File: src/rtl/pipe_pkg.sv
// pipe_pkg: tag type and constants shared by the hazard/forwarding controller.
`default_nettype none

package pipe_pkg;

  // Tags carry destinations at a fixed width so the type is parameter-free;
  // narrower register indices are zero-extended into this field.
  localparam int TAG_AW = 8;

  localparam logic [TAG_AW-1:0] REG_ZERO = '0;
  localparam int                FWD_RF   = 0;

  typedef struct packed {
    logic              valid;
    logic              wen;
    logic [TAG_AW-1:0] dst;
    logic              is_load;
  } hz_tag_t;

endpackage

`default_nettype wire

File: src/rtl/youngest_match.sv
// youngest_match: priority encoder returning the lowest-index tag writing src.
`default_nettype none

module youngest_match
  import pipe_pkg::*;
#(
  parameter int AW    = 5,
  parameter int DEPTH = 2,
  parameter int SW    = 2
) (
  input  hz_tag_t         tags [DEPTH],
  input  logic [AW-1:0]   src,
  input  logic            src_used,
  output logic            hit,
  output logic [SW-1:0]   idx,
  output logic            is_load
);

  logic [TAG_AW-1:0] src_ext;

  assign src_ext = TAG_AW'(src);

  // Scan oldest to youngest so the youngest hit overwrites the result last.
  always_comb begin
    hit     = 1'b0;
    idx     = '0;
    is_load = 1'b0;
    for (int k = DEPTH - 1; k >= 0; k--) begin
      if (tags[k].valid && tags[k].wen && (tags[k].dst == src_ext) &&
          (src_ext != REG_ZERO) && src_used) begin
        hit     = 1'b1;
        idx     = SW'(k);
        is_load = tags[k].is_load;
      end
    end
  end

endmodule

`default_nettype wire

File: src/rtl/pipe_hazard_ctrl.sv
// pipe_hazard_ctrl: load-use stall detection and EX operand forwarding driven
// by a shifting destination-tag pipeline, with flush and saturating counters.
`default_nettype none

module pipe_hazard_ctrl
  import pipe_pkg::*;
#(
  parameter int AW         = 5,
  parameter int DEPTH      = 2,
  parameter int LOAD_STAGE = 2,
  parameter int CW         = 32,
  parameter int SW         = $clog2(DEPTH + 1)
) (
  input  logic          clk,
  input  logic          rst_n,
  input  logic          id_valid,
  input  logic [AW-1:0] id_src_a,
  input  logic [AW-1:0] id_src_b,
  input  logic          id_use_a,
  input  logic          id_use_b,
  input  logic          id_wen,
  input  logic [AW-1:0] id_dst,
  input  logic          id_is_load,
  input  logic          flush,
  output logic          stall,
  output logic [SW-1:0] ex_fwd_sel_a,
  output logic [SW-1:0] ex_fwd_sel_b,
  output logic [CW-1:0] stall_count,
  output logic [CW-1:0] fwd_count
);

  localparam logic [SW-1:0] READY_LD = SW'(LOAD_STAGE);

  // Entry DEPTH retires into a write-before-read register file, so only
  // entries 0..DEPTH-1 can ever win a match and need to be stored.
  hz_tag_t       tags [DEPTH];
  hz_tag_t       new_tag;

  logic          hit_a, hit_b;
  logic          ld_a, ld_b;
  logic [SW-1:0] idx_a, idx_b;
  logic [SW-1:0] cand_a, cand_b;
  logic          hazard_a, hazard_b;
  logic          issue;

  youngest_match #(.AW(AW), .DEPTH(DEPTH), .SW(SW)) u_match_a (
    .tags     (tags),
    .src      (id_src_a),
    .src_used (id_use_a),
    .hit      (hit_a),
    .idx      (idx_a),
    .is_load  (ld_a)
  );

  youngest_match #(.AW(AW), .DEPTH(DEPTH), .SW(SW)) u_match_b (
    .tags     (tags),
    .src      (id_src_b),
    .src_used (id_use_b),
    .hit      (hit_b),
    .idx      (idx_b),
    .is_load  (ld_b)
  );

  assign cand_a = hit_a ? idx_a + SW'(1) : SW'(FWD_RF);
  assign cand_b = hit_b ? idx_b + SW'(1) : SW'(FWD_RF);

  // Non-loads are ready at stage 1, which every candidate already reaches.
  assign hazard_a = hit_a & ld_a & (cand_a < READY_LD);
  assign hazard_b = hit_b & ld_b & (cand_b < READY_LD);

  assign stall = id_valid & ~flush & (hazard_a | hazard_b);
  assign issue = id_valid & ~stall & ~flush;

  assign new_tag = '{valid:   issue,
                     wen:     id_wen,
                     dst:     TAG_AW'(id_dst),
                     is_load: id_is_load};

  always_ff @(posedge clk or negedge rst_n) begin
    if (!rst_n) begin
      for (int k = 0; k < DEPTH; k++) begin
        tags[k] <= '0;
      end
      ex_fwd_sel_a <= SW'(FWD_RF);
      ex_fwd_sel_b <= SW'(FWD_RF);
      stall_count  <= '0;
      fwd_count    <= '0;
    end else begin
      tags[0] <= issue ? new_tag : '0;
      for (int k = 1; k < DEPTH; k++) begin
        tags[k] <= tags[k-1];
      end

      if (stall || flush) begin
        ex_fwd_sel_a <= SW'(FWD_RF);
        ex_fwd_sel_b <= SW'(FWD_RF);
      end else begin
        ex_fwd_sel_a <= cand_a;
        ex_fwd_sel_b <= cand_b;
      end

      if (stall && (stall_count != '1)) begin
        stall_count <= stall_count + CW'(1);
      end
      if (issue && ((cand_a != '0) || (cand_b != '0)) && (fwd_count != '1)) begin
        fwd_count <= fwd_count + CW'(1);
      end
    end
  end

endmodule

`default_nettype wire

File: config.mk
export PLATFORM = sky130hd
export DESIGN_NAME = pipe_hazard_ctrl
export DESIGN_NICKNAME = d
export VERILOG_FILES = /design/src/rtl/pipe_pkg.sv /design/src/rtl/youngest_match.sv /design/src/rtl/pipe_hazard_ctrl.sv
export SDC_FILE = /design/constraint.sdc
export NUM_CORES = 1
export LEC_CHECK = 0
export BUFFER_PORTS_ARGS = -buffer_cell sky130_fd_sc_hd__buf_2
export CAP_MARGIN = 20
export CORE_MARGIN = 3
export CORE_UTILIZATION = 59
export CTS_CLUSTER_DIAMETER = 200
export DETAILED_ROUTE_END_ITERATION = 8
export HOLD_SLACK_MARGIN = 0.1
export PLACE_DENSITY = 0.95
export SYNTH_ARGS = -nofsm -noshare
export SYNTH_HDL_FRONTEND = slang
export SYNTH_HIERARCHICAL = 1
export SYNTH_SLANG_ARGS = --single-unit
File: constraint.sdc
create_clock -name clk -period 5.7 [get_ports clk]
set_clock_uncertainty 0.05 [all_clocks]
set_input_delay 0.285 -clock clk [delete_from_list [all_inputs] [get_ports clk]]
set_output_delay 0.285 -clock clk [all_outputs]
set_load 0.01 [all_outputs]
==> results_dict.tcl, run 1 <==
set metrics [dict create \
    status "finished clean" \
    period_share_pct 56.09 \
    hold_viol 0 \
    dieHeight_um 90.79 \
    cp_cell_sequence "xor2_1 -> nor3_1 -> nand4_2 -> mux2i_1 -> nand4b_1 -> o22a_1 -> inv_1 -> o211ai_1 -> nor4_1 -> xor2_1" \
    pin_count 92 \
    ys_seq_area_share_pct 49.56 \
    port_buffers 91 \
    fin_ws_ns 2.503 \
    clock-sinks 84 \
    post-route-min-period_ns 3.197 \
    rows 30 \
    worstSetupPathDepth 10 \
    nNetsFinal 542 \
    rsz0062_at_grt "no" \
    ir_drop_mv 0.2126 \
    grt_max_degree 85 \
    synth_edf_count 0 \
    drt-pass1-iter-count 5 \
    worstPathRequired_ns 5.91 \
    fin_total_pwr_mw 1.173 \
    fin_setup_tns_ns 0 \
    slowest_delay_ns 0.44 \
    fin_area_um2 5155 \
    synth_flop_cell "dfrtp_1" \
    crit_path_max_fanout 15 \
    syn_to_final_growth_pct 21.53 \
    synth_xor_area_share_pct 17.14 \
    numCtsBuffers 9 \
    drt-vias-per-instance 5.741 \
    met1_length_mm 4.148 \
    async_flop_share_pct 100.0 \
    worst_pin_slew_ns 0.6219 \
    synth_area_leaders "dfrtp_1 50%, xor2_1 12%, xnor2_1 5.4%, nand4_1 4.4%, nand3_1 3.7%" \
    grt_first_pass_wirelength_mm 16.04 \
    path_class "reg -> reg" \
    max_cap_viol_count 0 \
    htreeDepth 3 \
    synth_mux_area_share_pct 1.003 \
    die-area_um2 8243 \
    layout-drive-gt1-share_pct 22.99 \
    first_iter_violations 214 \
    antenna_found_initial 0 \
    synth_compound_area_share_pct 1.711 \
    synth_commonest_cells "84 x dfrtp_1, 57 x xor2_1, 31 x nand3_1, 30 x nand4_1, 29 x nand2_1" \
    synth_most_common_cell "dfrtp_1" \
    clk_latency_ns 0.35 \
    gr-total-overflow 0 \
    hold_depth 4 \
    place.gp.congestion 0.8963 \
    worstSetupStartpointType "register" \
    totalWireLength_mm 9.804 \
    ant_nets 0 \
    synthSimpleGateAreaFrac_pct 27.73 \
    placed_area_um2 4798 \
    p_leak_nw 2.762 \
    crit_family "simple AND/OR/NAND/NOR gates" \
    cp_num_buf_inv 1 \
    cts_buffer_depth 2 \
    clk_pin_slew_ns 0.08 \
    fmax_mhz 312.8 \
    vias 3548 \
    critPathCaptureType "register" \
    worstPathArrival_ns 3.41 \
    place_ws_ns 2.434 \
    synth_top_family_by_area "simple AND/OR/NAND/NOR gates" \
    reg2reg_depth 10 \
    slew_viol_final 0 \
    yosysUniqueCellTypes 41 \
    cts_tree "done" \
    cts_hold_buffers 8 \
    cts-root-buf "clkbuf_8" \
    syn_inst 407 \
    met2_length_mm 4.936 \
    yosys_warnings 6 \
    worst_path_max_delay_cell "dfrtp_1" \
    hp-class "in -> reg" \
    wl_met3_um 532 \
    cts_setup_buffers 0 \
    start_util_pct 61.75 \
    netlist.area_leader.share_pct 49.56 \
    antenna_cells 0 \
    yosys.area_share.adder_pct 0.5900 \
    coreArea_um2 6869 \
    powerDensity_nw_per_um2 227.6 \
    setup_viol 0 \
    slew_headroom_pct 58.54 \
    cpMostUsedCell "xor2_1" \
    dp_hpwl_mm 6.879 \
    netlist_area_um2 4242 \
    grt_pass1_vias 3377 \
    cts_resized 0 \
    drc 0 \
    synth_top_area_cell "dfrtp_1" \
    top_layer_used "met4" \
    detail_route.wl_per_cell_um 15.86 \
    die_width_um 90.79 \
    ys_ff_latch 84 \
    grt_usage_pct 24.01 \
    avgSynthCellArea_um2 10.42 \
]
-- power breakdown --
part	leakage, nW	internal (mW)	switching, mW	total, mW
Clock	0.124	0.306	0.213	0.519
Combinational	1.48	0.0212	0.0291	0.0503
Sequential	1.15	0.600	0.00427	0.604
Total	2.76	0.927	0.246	1.17
-- sequential cells by signal, summed over array words and instances (netlist names) --
signal	flops
ex_fwd_sel_a	2
ex_fwd_sel_b	2
fwd_count	32
stall_count	32
tags	16
-- cells by family (layout without fill, tap and decap cells) --
group | count (synthesis) | after routing
AO/OA/AOI/OAI | 9 | 9
XOR/XNOR | 83 | 83
adder cells (fa/ha/maj) | 2 | 2
buffers and inverters | 18 | 122
flip-flops | 84 | 84
multiplexers | 4 | 4
other | 3 | 14
AND/OR/NAND/NOR | 204 | 204
-- metal layers --
layer  vias up  global-route usage (%)
li1       1642                       -
met1      1748                   32.08
met2       138                   39.78
met3        20                   4.250
met4         0                   8.040
met5         -                       0
-- area by class of cell --
class	instances	area, um^2
clock buffers	11	141.4
flip-flops and latches	84	2102
multi-input cells	316	2096
inverters	6	22.52
clock inverters	5	107.6
well taps	96	120.1
fillers	466	1714
repair buffers	100	565.5
-- tightest hold or removal path, cell delays in order --
cell and delay (ns):
buf_2 0.11, nor2_1 0.08, nand2_1 0.07, nor2_1 0.04
-- worst paths after layout --
check	start	end	slack [ns]
hold reg to reg	tags[21]$_DFF_PN0_	tags[10]$_DFF_PN0_	0.35
hold / removal	flush	ex_fwd_sel_b[0]$_DFF_PN0_	0.23
max in group asynchronous	rst_n	tags[9]$_DFF_PN0_	4.78
setup / recovery	tags[14]$_DFF_PN0_	stall_count[24]$_DFFE_PN0P_	2.50
setup reg to reg	tags[14]$_DFF_PN0_	stall_count[24]$_DFFE_PN0P_	2.50
min in group asynchronous	rst_n	stall_count[0]$_DFFE_PN0P_	0.24
-- cell usage in the layout, fill, tap and decap left out, drive strengths merged, types with 2 or more instances in the layout --
| cell | count |
|---|---|
| and2 | 12 |
| and3 | 11 |
| and4 | 7 |
| buf | 92 |
| bufinv | 3 |
| clkbuf | 11 |
| conb | 14 |
| dfrtp | 84 |
| dlygate4sd3 | 8 |
| ha | 2 |
| inv | 7 |
| mux2 | 2 |
| mux2i | 2 |
| nand2 | 29 |
| nand3 | 32 |
| nand4 | 33 |
| nand4b | 2 |
| nor2 | 24 |
| nor2b | 6 |
| nor3 | 26 |
| nor4 | 12 |
| nor4b | 5 |
| o21a | 2 |
| or4 | 2 |
| xnor2 | 26 |
| xor2 | 57 |
-- through the flow --
| stage | utilization [%] | hold slack [ns] | std cells |
|---|---|---|---|
| detailed placement | 69.85 | 0.3331 | 593 |
| finish | 75.05 | 0.2312 | 618 |
| global route | 75.05 | 0.2446 | 618 |
| global placement | 69.85 | 0.3306 | 593 |
| CTS | 74.64 | 0.2053 | 617 |
| floorplan | - | -0.06059 | 418 |
No activity file was read; power rests on OpenSTA's default activity.
==> inputs of run 2 (changes only) <==
--- a/config.mk
+++ b/config.mk
@@ -8,11 +8,11 @@
 export BUFFER_PORTS_ARGS = -buffer_cell sky130_fd_sc_hd__buf_2
 export CAP_MARGIN = 20
 export CORE_MARGIN = 3
-export CORE_UTILIZATION = 59
+export CORE_UTILIZATION = 49
 export CTS_CLUSTER_DIAMETER = 200
 export DETAILED_ROUTE_END_ITERATION = 8
 export HOLD_SLACK_MARGIN = 0.1
-export PLACE_DENSITY = 0.95
+export PLACE_DENSITY = 0.88
 export SYNTH_ARGS = -nofsm -noshare
 export SYNTH_HDL_FRONTEND = slang
 export SYNTH_HIERARCHICAL = 1
==> constraint.sdc (replaced) <==
create_clock -name clk -period 2.7 [get_ports clk]
set_clock_uncertainty 0.05 [all_clocks]
set_input_delay 0.135 -clock clk [delete_from_list [all_inputs] [get_ports clk]]
set_output_delay 0.135 -clock clk [all_outputs]
set_load 0.01 [all_outputs]
==> run 2 against run 1 <==
Compared with the run above: cell count grew 3.1%; routed wire length grew 3.1%; die area grew 19%; register-to-register slack lost 2.4 ns; critical path depth is the same; sequential share of layout area shrank 1.4 points; sequential cell count is the same; clock power grew 83%.
==> results_dict.tcl, run 2 (synthesis results as in run 1) <==
set metrics [dict create \
    ff2ff_setup_slack_ns 0.12 \
    detail_route.wl_per_cell_um 15.87 \
    final_util_pct 64.34 \
    grt_pass1_vias 3457 \
    antenna_cells 0 \
    dp.cells 610 \
    drt-vias-per-instance 5.484 \
    path_class "reg -> reg" \
    critPathCaptureType "register" \
    syn_to_final_growth_pct 25.90 \
    drt-pass1-iter-count 5 \
    final_cells 637 \
    fill_cells 636 \
    rows 33 \
    rsz0062_at_grt "yes" \
    crit_path_max_fanout 5 \
    clock-sinks 84 \
    dp_hpwl_mm 7.131 \
    vias 3493 \
    mostFrequentLayoutCells "90 x buf_2, 83 x dfrtp_1, 55 x xor2_1" \
    worst_pin_slew_ns 0.4892 \
    grt_usage_pct 20.64 \
    max_cap_viol_count 0 \
    final_common_cell "buf_2" \
    die-area_um2 9809 \
    cts_buffer_depth 2 \
    cts-root-buf "clkbuf_8" \
    numCtsBuffers 9 \
    drc 0 \
    cts_tree "done" \
    ant_nets 0 \
    worstPathRequired_ns 2.90 \
    slew_viol_final 0 \
    crit_start "tags[14]$_DFF_PN0_" \
    hp-class "in -> async" \
    nNetsFinal 553 \
    reg.largest.list "fwd_count (32), stall_count (32), tags (16)" \
    slew_headroom_pct 67.14 \
    coreArea_um2 8299 \
    gr-total-overflow 0 \
    worstSetupStartpointType "register" \
    status "finished clean" \
    post-route-min-period_ns 2.584 \
    worstPathArrival_ns 2.78 \
    fmax_mhz 387.0 \
    first_iter_violations 158 \
    pin_count 92 \
    fin_total_pwr_mw 2.344 \
    hold_viol 0 \
    clk_pin_slew_ns 0.09 \
    grt.busiest_layer "met2" \
    place.gp.congestion 0.9174 \
    grtUsageMet1_pct 28.24 \
    ir_drop_mv 0.3783 \
    fin_setup_tns_ns 0 \
    setup_viol 0 \
    r2r-start "tags[14]$_DFF_PN0_" \
    grtUsageMet2_pct 34.04 \
    clk_latency_ns 0.34 \
    powerDensity_nw_per_um2 439.0 \
    grt_first_pass_wirelength_mm 16.59 \
    totalWireLength_mm 10.11 \
    met3_usage_pct 4.105 \
    start_util_pct 51.11 \
    p_leak_nw 2.782 \
    port_buffers 91 \
    grt_max_degree 85 \
    antenna_found_initial 0 \
    layout-drive-gt1-share_pct 27.63 \
    dieHeight_um 99.04 \
    die_width_um 99.04 \
    htreeDepth 3 \
    period_share_pct 95.70 \
]
run 2: cell count changes in the layout (fill, tap and decap cells not counted), sizes merged:
cell,previous run,this run
clkbuf,11,10
clkinvlp,0,1
clkinv,1,2
buf,92,102
dlygate4sd3,8,9
inv,7,6
bufinv,3,2
run 2: path summary, 6_finish.rpt:
kind | end | cells after the start
min | stall_count[15]$_DFFE_PN0P_ | 2
min in group clk | tags[21]$_DFF_PN0_ | 4
max in group asynchronous | fwd_count[12]$_DFFE_PN0P_ | 3
max | stall_count[24]$_DFFE_PN0P_ | 10
min reg2reg | tags[10]$_DFF_PN0_ | 0
max reg2reg | stall_count[24]$_DFFE_PN0P_ | 10
run 2: repair_timing:
item | 4_1_cts | 5_1_grt
endpoints found under the hold margin | 93 | 0
hold buffers | 9 | 0
setup buffers | 0 | 2
gates resized for setup | 0 | 23
endpoints found under the setup margin | 0 | 45
run 2: layout make-up:
type / count / area [um^2] / area share (%)
Timing Repair Buffer: 111 / 666.9 / 12.49
Clock buffer: 10 / 127.6 / 2.390
Inverter: 6 / 22.52 / 0.4217
Sequential cell: 84 / 2103 / 39.39
Clock inverter: 5 / 77.57 / 1.453
Tap cell: 105 / 131.4 / 2.460
Multi-Input combinational cell: 316 / 2211 / 41.40
run 2: through the flow:
step	area, um^2	hold WS, ns	setup WS [ns]
2_1_floorplan	4283	-0.2106	0.2515
3_3_place_gp	4882	0.2967	0.08370
3_5_place_dp	4882	0.2949	-0.02534
4_1_cts	5177	0.2990	0.03308
5_1_grt	5340	0.2723	-0.04067
6_report	5340	0.2532	0.1161
run 2: worst max-delay path, cell delays in order, from the launching register on:
cell      delay [ns]
dfrtp_1         0.44
xor2_1          0.17
nor3_2          0.20
nand4_2         0.14
nor2b_2         0.23
xor2_2          0.17
o22a_1          0.26
inv_2           0.10
o211ai_1        0.19
nor4_2          0.35
xor2_1          0.20
run 2: power breakdown:
part           total (mW)  switching [mW]  internal, mW
Clock               0.948           0.435         0.514
Combinational       0.120          0.0704        0.0494
Sequential           1.28         0.00959          1.27
run 2: per-layer routing:
metal | up-vias | routed length (um)
met1 | 1723 | 4403
met3 | 7 | 494
met5 | - | 0
met2 | 104 | 5129
met4 | 0 | 83
li1 | 1659 | -
==> inputs of run 3 (changes only) <==
--- a/config.mk
+++ b/config.mk
@@ -12,7 +12,8 @@
 export CTS_CLUSTER_DIAMETER = 200
 export DETAILED_ROUTE_END_ITERATION = 8
 export HOLD_SLACK_MARGIN = 0.1
-export PLACE_DENSITY = 0.88
+export PLACE_DENSITY = 0.79
+export REMOVE_ABC_BUFFERS = 1
 export SYNTH_ARGS = -nofsm -noshare
 export SYNTH_HDL_FRONTEND = slang
 export SYNTH_HIERARCHICAL = 1
==> run 3 against run 2 <==
Compared with the run above: clock-buffer cell count is 1 higher; setup slack worse by 0.010 ns; combinational power hardly changed; routed wire length is 4.1% lower; worst hold slack worse by 0.078 ns; clock power is 17% lower; global-route usage is 0.66 points lower; sequential power hardly changed; first-iteration DRC count is 13% lower; largest cell class unchanged.
==> results_dict.tcl, run 3 (synthesis results as in run 1) <==
set metrics [dict create \
    totalWireLength_mm 9.691 \
    dp.cells 624 \
    antenna_found_initial 0 \
    post-route-min-period_ns 2.594 \
    slew_viol_final 0 \
    slew_headroom_pct 65.64 \
    fmax_mhz 385.5 \
    r2r_end "fwd_count[1]$_DFFE_PN0P_" \
    worstPathArrival_ns 2.41 \
    slowest_delay_ns 0.43 \
    path_class "reg -> out" \
    multi_input_area_um2 2235 \
    grt_max_degree 85 \
    fin_area_um2 5400 \
    worst_pin_slew_ns 0.5114 \
    fin_ws_ns 0.1058 \
    pin_count 92 \
    die-area_um2 9809 \
    ir_drop_mv 0.2527 \
    period_share_pct 96.08 \
    hold_viol 0 \
    vias 3513 \
    grt_usage_pct 19.98 \
    cp_cell_sequence "xor2_1 -> nor3_2 -> nand4_2 -> nor2b_2 -> xor2_2 -> o22a_2 -> inv_1 -> buf_4 -> buf_2" \
    whs_ns 0.1753 \
    coreArea_um2 8299 \
    worstPathRequired_ns 2.52 \
    dieHeight_um 99.04 \
    syn_to_final_growth_pct 27.32 \
    mostFrequentLayoutCells "90 x buf_2, 84 x dfrtp_1, 55 x xor2_1" \
    layout-drive-gt1-share_pct 29.54 \
    nNetsFinal 565 \
    die_width_um 99.04 \
    critPathCaptureType "output pin" \
    final-seq-area_um2 2102 \
    clk_latency_ns 0.34 \
    drt-pass1-iter-count 4 \
    place.gp.congestion 0.8491 \
    detail_route.wl_per_cell_um 14.91 \
    drc 0 \
    powerDensity_nw_per_um2 404.9 \
    rows 33 \
    crit_path_max_fanout 10 \
    fin_total_pwr_mw 2.186 \
    ant_nets 0 \
    worstSetupStartpointType "register" \
    status "finished clean" \
    fin_setup_tns_ns 0 \
    reg2reg_depth 9 \
    final_cells 650 \
    antenna_cells 0 \
    fill_cells 648 \
    grt_pass1_vias 3406 \
    final_common_cell "buf_2" \
    hp-class "in -> async" \
    grt_first_pass_wirelength_mm 16.06 \
    start_util_pct 51.11 \
    dp_hpwl_mm 6.950 \
    max_cap_viol_count 0 \
    clock-sinks 84 \
    cts_tree "done" \
    placed_area_um2 4975 \
    place_ws_ns -0.09522 \
    numCtsBuffers 9 \
    htreeDepth 3 \
    p_leak_nw 2.873 \
    setup_viol 0 \
    gr-total-overflow 0 \
    port_buffers 91 \
    r2r-start "tags[14]$_DFF_PN0_" \
    cts-root-buf "clkbuf_8" \
    crit_start "tags[14]$_DFF_PN0_" \
    cts_buffer_depth 2 \
    ff2ff_setup_slack_ns 0.16 \
    drt-vias-per-instance 5.405 \
    worst_path_max_delay_cell "dfrtp_1" \
    final_util_pct 65.07 \
    first_iter_violations 138 \
    clk_pin_slew_ns 0.09 \
    reg.largest.list "fwd_count (32), stall_count (32), tags (16)" \
    rsz0062_at_grt "yes" \
]
[run 3: metal layers]
layer  wire (um)  vias to the layer above  GRT usage, %
met5           0                        -             0
li1            -                     1686             -
met3         483                       14         4.105
met4         142                        0         6.618
met2        4734                       83         31.87
met1        4331                     1730         27.37
[run 3: layout make-up]
type                    instances  area share, %
inverters                       6         0.4171
repair buffers                123          13.72
well taps                     105          2.433
clock inverters                 5         0.5097
flip-flops and latches         84          38.92
clock buffers                  11          2.618
multi-input cells             316          41.38
[run 3: critical path: cells and delay by family (launching register included)]
kind	cells	cell delay, ns
AND/OR/NAND/NOR	3	0.59
buffers and inverters	3	0.44
XOR/XNOR	2	0.32
flip-flops	1	0.43
AO/OA/AOI/OAI	1	0.29
[run 3: where the power goes]
group	switching (mW)	internal [mW]	total, mW
combinational	0.0669	0.0539	0.121
clock	0.437	0.354	0.791
sequential	0.00856	1.27	1.27
total	0.512	1.67	2.19
[run 3: what timing repair did]
action	in CTS	in global routing
endpoints found under the setup margin	0	52
hold buffers	9	0
endpoints found under the hold margin	93	0
resized for setup	0	24
setup buffers	0	0
[run 3: worst max path at each step]
stage                                  endpoint  slack, ns  depth (start not counted)
floorplan           stall_count[24]$_DFFE_PN0P_       0.05                         10
global placement      fwd_count[31]$_DFFE_PN0P_       0.04                         11
detailed placement    fwd_count[31]$_DFFE_PN0P_       -0.1                         11
CTS                                       stall      0.006                          9
global route                              stall      -0.04                          9
finish                                    stall       0.11                          9
